[src/rtl/game_level_ctrl.sv]
// ============================================================================
// game_level_ctrl
// ----------------------------------------------------------------------------
// Game sequencer for the lander game. Walks MENU -> PLAY -> CRASHED/LANDED ->
// next level, GAMEOVER or WIN, tracks lives and drives the level select used
// by the obstacle/landing-pad draw stage (lvl 0 = nothing drawn). Message
// screens are timed in frames, one frame per rising edge of vsync_in.
//
// Optional feature: define LEVEL_SKIP_EN to add the skip port. In PLAY, skip
// with crash low advances exactly like landed.
//
// Ports
//   clk         in   pixel clock
//   rst         in   asynchronous, active-high reset
//   vsync_in    in   vsync; rising edge = frame tick
//   start       in   debounced start button (level, edge-detected here)
//   crash       in   player/obstacle collision flag
//   landed      in   player on landing pad flag
//   skip        in   level skip request (LEVEL_SKIP_EN only)
//   lvl         out  level to draw, 0 = none, 1..NUM_LEVELS
//   lives       out  remaining lives
//   game_state  out  MENU=0 PLAY=1 CRASHED=2 LANDED=3 GAMEOVER=4 WIN=5
//   freeze      out  player physics halted (every state except PLAY)
//   player_rst  out  one-cycle pulse on PLAY entry: respawn the player
// ============================================================================
module game_level_ctrl #(
    parameter int LIVES_INIT = 3,
    parameter int NUM_LEVELS = 3,
    parameter int MSG_FRAMES = 120
) (
    input  logic       clk,
    input  logic       rst,
    input  logic       vsync_in,
    input  logic       start,
    input  logic       crash,
    input  logic       landed,
`ifdef LEVEL_SKIP_EN
    input  logic       skip,
`endif
    output logic [2:0] lvl,
    output logic [1:0] lives,
    output logic [2:0] game_state,
    output logic       freeze,
    output logic       player_rst
);

    localparam int TW = $clog2(MSG_FRAMES + 1);

    localparam logic [2:0] S_MENU     = 3'd0;
    localparam logic [2:0] S_PLAY     = 3'd1;
    localparam logic [2:0] S_CRASHED  = 3'd2;
    localparam logic [2:0] S_LANDED   = 3'd3;
    localparam logic [2:0] S_GAMEOVER = 3'd4;
    localparam logic [2:0] S_WIN      = 3'd5;

    localparam logic [TW-1:0] MSG_T   = TW'(MSG_FRAMES);
    localparam logic [1:0]    LIVES_T = 2'(LIVES_INIT);
    localparam logic [2:0]    LAST_T  = 3'(NUM_LEVELS);

    logic [2:0]    r_state;
    logic [2:0]    r_lvl;
    logic [1:0]    r_lives;
    logic          r_freeze;
    logic          r_player_rst;
    logic [TW-1:0] r_timer;
    logic          r_vsync_q;
    logic          r_start_q;

    logic          w_frame_tick;
    logic          w_start_pe;
    logic          w_expire;
    logic          w_advance;
    logic          w_msg_state;
    logic [2:0]    w_nxt_state;
    logic [2:0]    w_nxt_lvl;
    logic [1:0]    w_nxt_lives;

    assign w_frame_tick = vsync_in & ~r_vsync_q;
    assign w_start_pe   = start & ~r_start_q;
    assign w_expire     = w_frame_tick && (r_timer == MSG_T);
    assign w_msg_state  = (r_state == S_CRASHED) || (r_state == S_LANDED) ||
                          (r_state == S_GAMEOVER) || (r_state == S_WIN);

`ifdef LEVEL_SKIP_EN
    assign w_advance = landed | skip;
`else
    assign w_advance = landed;
`endif

    always_comb begin
        w_nxt_state = r_state;
        w_nxt_lvl   = r_lvl;
        w_nxt_lives = r_lives;
        case (r_state)
            S_MENU: begin
                if (w_start_pe) begin
                    w_nxt_state = S_PLAY;
                    w_nxt_lvl   = 3'd1;
                    w_nxt_lives = LIVES_T;
                end
            end
            S_PLAY: begin
                // crash outranks landed/skip when both arrive together
                if (crash) begin
                    w_nxt_state = S_CRASHED;
                    w_nxt_lives = (r_lives != 2'd0) ? r_lives - 2'd1 : 2'd0;
                end else if (w_advance) begin
                    w_nxt_state = S_LANDED;
                end
            end
            S_CRASHED: begin
                if (w_expire) begin
                    if (r_lives == 2'd0) begin
                        w_nxt_state = S_GAMEOVER;
                        w_nxt_lvl   = 3'd0;
                    end else begin
                        w_nxt_state = S_PLAY;
                    end
                end
            end
            S_LANDED: begin
                if (w_expire) begin
                    if (r_lvl >= LAST_T) begin
                        w_nxt_state = S_WIN;
                        w_nxt_lvl   = 3'd0;
                    end else begin
                        w_nxt_state = S_PLAY;
                        w_nxt_lvl   = r_lvl + 3'd1;
                    end
                end
            end
            S_GAMEOVER, S_WIN: begin
                if (w_start_pe || w_expire) begin
                    w_nxt_state = S_MENU;
                end
            end
            default: begin
                w_nxt_state = S_MENU;
                w_nxt_lvl   = 3'd0;
            end
        endcase
    end

    always_ff @(posedge clk or posedge rst) begin
        if (rst) begin
            r_state      <= S_MENU;
            r_lvl        <= 3'd0;
            r_lives      <= LIVES_T;
            r_freeze     <= 1'b1;
            r_player_rst <= 1'b0;
            r_timer      <= '0;
            r_vsync_q    <= 1'b0;
            r_start_q    <= 1'b0;
        end else begin
            r_state      <= w_nxt_state;
            r_lvl        <= w_nxt_lvl;
            r_lives      <= w_nxt_lives;
            r_freeze     <= (w_nxt_state != S_PLAY);
            r_player_rst <= (w_nxt_state == S_PLAY) && (r_state != S_PLAY);
            r_vsync_q    <= vsync_in;
            r_start_q    <= start;
            // Timer restarts on every state change; it only counts frames
            // while a message screen is up. Expiry leaves the state, so it
            // never runs past MSG_FRAMES.
            if (w_nxt_state != r_state)
                r_timer <= '0;
            else if (w_msg_state && w_frame_tick)
                r_timer <= r_timer + 1'b1;
        end
    end

    assign lvl        = r_lvl;
    assign lives      = r_lives;
    assign game_state = r_state;
    assign freeze     = r_freeze;
    assign player_rst = r_player_rst;

endmodule
[config.mk]
export PLATFORM = sky130hd
export DESIGN_NAME = game_level_ctrl
export DESIGN_NICKNAME = d
export VERILOG_FILES = /design/src/rtl/game_level_ctrl.sv
export SDC_FILE = /design/constraint.sdc
export NUM_CORES = 1
export LEC_CHECK = 0
export CAP_MARGIN = 20
export CORE_MARGIN = 2
export CORE_UTILIZATION = 53
export DETAILED_ROUTE_END_ITERATION = 10
export PLACE_DENSITY = 0.83
export SYNTH_ARGS = -nofsm -noshare
export SYNTH_HDL_FRONTEND = slang
export SYNTH_SLANG_ARGS = --single-unit
[constraint.sdc]
create_clock -name clk -period 2.5 [get_ports clk]
set_input_delay 0.75 -clock clk [delete_from_list [all_inputs] [get_ports clk]]
set_output_delay 0.75 -clock clk [all_outputs]
set_load 0.03 [all_outputs]
==> flow_summary_export.csv <==
group,metric,value,unit
run_status,status,"finished clean",
timing,final.min_clock_period,2350,ps
synthesis,ys_seq_area_share,40.2,%
clock_network,cts-root-buf,"clkbuf_4",
floorplan,core-area,2170,um^2
floorplan,initial_utilization,55.0,%
timing,slew_violations,0,
finish,final_cells,180,
timing,maxSlewHeadroom,54.1,%
power,p_leak,0.616,nW
finish,final_nets,165,
floorplan,pin_count,16,
synthesis,ys.flop_type,"dfrtp_1",
timing,finalClockSkew,4.13,ps
timing,setup_viol,0,
clock_network,cts_tree,"done",
detailed_routing,drt_iter0_drc,46,
floorplan,fp-row-count,17,
global_route,grt_max_degree,20,
place,dp_cells,176,
clock_network,clk_latency,290,ps
setup_path,worstSetupStartpointType,"flop",
synthesis,syn_nets,142,
timing,worst_slack,155,ps
global_route,grt_pass1_wl,4280,um
finish,drive_gt1_share,15.8,%
timing,hold_viol_final,0,
floorplan,die_w,51.4,um
timing,finalCritPeriodShare,93.8,%
flow_run,drv_cap,0,
setup_path,path_max_fanout,9,
setup_path,cp_cell_sequence,"clkdlybuf4s50_1",
power,p_per_area,807,nW/um^2
global_route,grt-ovfl-total,0,
detailed_routing,wirelength,2530,um
clock_network,clkSlewWorstSetupHoldPaths,110,ps
clock_network,postCtsSetupBuffers,0,
clock_network,clock-sinks,19,
setup_path,path_buf_inv,1,
detailed_routing,wl_per_cell,14.1,um
detailed_routing,drc_errors,0,
timing,fmax,0.426,GHz
detailed_routing,final_antenna_net_count,0,
global_route,grt_pass1_vias,981,
global_route,track_usage,21.6,%
detailed_routing,num_vias,1040,
global_route,antenna_found_initial,0,
synthesis,synth_edf_count,0,
setup_path,max_stage_delay,740,ps
timing,worstMarginPinSlew,688,ps
timing,rsz0062_at_grt,"false",
clock_network,hold_buffers,0,
clock_network,cts-resized-gates,0,
finish,num_antenna_cells,0,
finish,seq_area,479,um^2
finish,utilization,66.4,%
power,vdd_drop_max,0.448,mV
setup_path,critPathTopFamily,"buffers and inverters",
setup_path,arrival,1600,ps
synthesis,yosys.cell_types.count,39,
clock_network,htree_levels,1,
clock_network,clk_path_buf_depth,2,
detailed_routing,drt_pass1_iterations,4,
synthesis,ys_seq_elements,19,
floorplan,die_area,2650,um^2
min_path,hp-class,"reg2reg",
finish,num-fill-cells,182,
synthesis,synth.cell_area,1190,um^2
clock_network,cts_inserted_buffers,3,
floorplan,die_height,51.4,um
place,routabilityCongestion,0.843,
place,pre_cts_ws,-68.1,ps
setup_path,critPathRequiredTime,1750,ps
place,hpwl,1920,um
setup_path,worst-setup-path-type,"reg2out",
synthesis,syn_inst,130,
synthesis,syn_avg_cell_area,9.17,um^2
finish,syn2layout_area_growth,20.9,%
place,io_buffers,15,
setup_path,endpoint_kind,"output port",
setup_path,crit_slowest_cell,"clkdlybuf4s50_1",
synthesis,yosysWarnings,0,
detailed_routing,via_per_inst,5.78,
synthesis,async_flop_share,100,%
finish,multi_input_area,652,um^2
[path summary, 6_finish.rpt]
kind,startpoint,end,slack (ps),cells after the start
max in group asynchronous,rst,r_timer[5],1220,2
min,lives[1],lives[1],520,2
max reg2reg,game_state[2],r_timer[1],450,5
min in group asynchronous,rst,r_vsync_q,850,2
min reg2reg,lives[1],lives[1],520,2
max,game_state[2],game_state[2],150,1
[state kept, by name (all words and copies together) (netlist names)]
register / flops
r_timer: 7
lives: 2
r_vsync_q: 1
r_start_q: 1
freeze: 1
lvl: 3
game_state: 3
player_rst: 1
[stage by stage]
stage	total power [W]	area, um^2	hold slack [ps]	TNS [ps]
floorplan	0.000815	1190	557	0
global placement	0.000993	1410	499	0
detailed placement	0.00101	1410	507	-394
CTS	0.00117	1440	522	0
global route	0.00125	1440	579	0
finish	0.00116	1440	523	0
[cell usage in the layout (no fill, tap or decap), drive strengths merged, types with 5 or more instances in the layout]
| cell | synthesis | final |
|---|---|---|
| clkdlybuf4s50 | 0 | 15 |
| buf | 1 | 7 |
| ha | 6 | 6 |
| nor2 | 11 | 11 |
| a21oi | 6 | 6 |
| nand2 | 10 | 10 |
| inv | 12 | 12 |
| dfrtp | 16 | 16 |
| nor3 | 12 | 12 |
| nand2b | 5 | 5 |
[cell usage after synthesis, types with 2 or more instances]
cell      number  share of area (%)
and3_1         2                1.0
o21ai_0        3                1.3
o31ai_1        2                1.3
nand3_1        3                1.3
mux2i_1        2                1.7
nor4_1         2                1.0
ha_1           6                6.3
nor3_2         2                1.7
nand2_1       10                3.1
xor2_1         3                2.2
xnor2_1        3                2.2
a21oi_1        6                2.5
or2_2          2                1.0
nand2b_1       5                2.6
nand4_1        2                1.0
nor2_1        11                3.5
mux2_2         2                1.9
dfstp_2        3                6.6
a31oi_1        3                1.6
dfrtp_1       16                 34
inv_1         12                3.8
nor3b_1        2                1.3
nor3_1        10                4.2
clkbuf_1       3               0.94
[per-layer routing]
layer	wire (um)	up-vias	track usage (%)	part of all wire, %
met5	0	-	0	0
met4	110	0	10.1	4.3
met3	179	16	2.92	7.1
met2	1170	57	34.6	46
met1	1070	466	28.9	42
li1	-	501	-	-
[power by group]
| part | internal, W | switching, W |
|---|---|---|
| registers | 0.000366 | 0.0000570 |
| logic | 0.000251 | 0.000339 |
| clock network | 0.0000594 | 0.0000902 |
[kinds of logic after synthesis]
family / synth area share, %
and+or+nand+nor: 27.1
AOI/OAI and AO/OA: 13.3
buffers and inverters: 5.14
muxes: 3.57
xor gates and xnor gates: 4.41
adders and majority gates: 6.30
DFF: 40.2
[final cells by class]
cell class,count,area share (%)
Multi-Input combinational cell,95,45.2
Sequential cell,19,33.2
Timing Repair Buffer,22,14.1
Inverter,12,3.13
Tap cell,28,2.43
Clock buffer,3,1.56
Clock inverter,1,0.347
(Power assumes the default switching activity.)
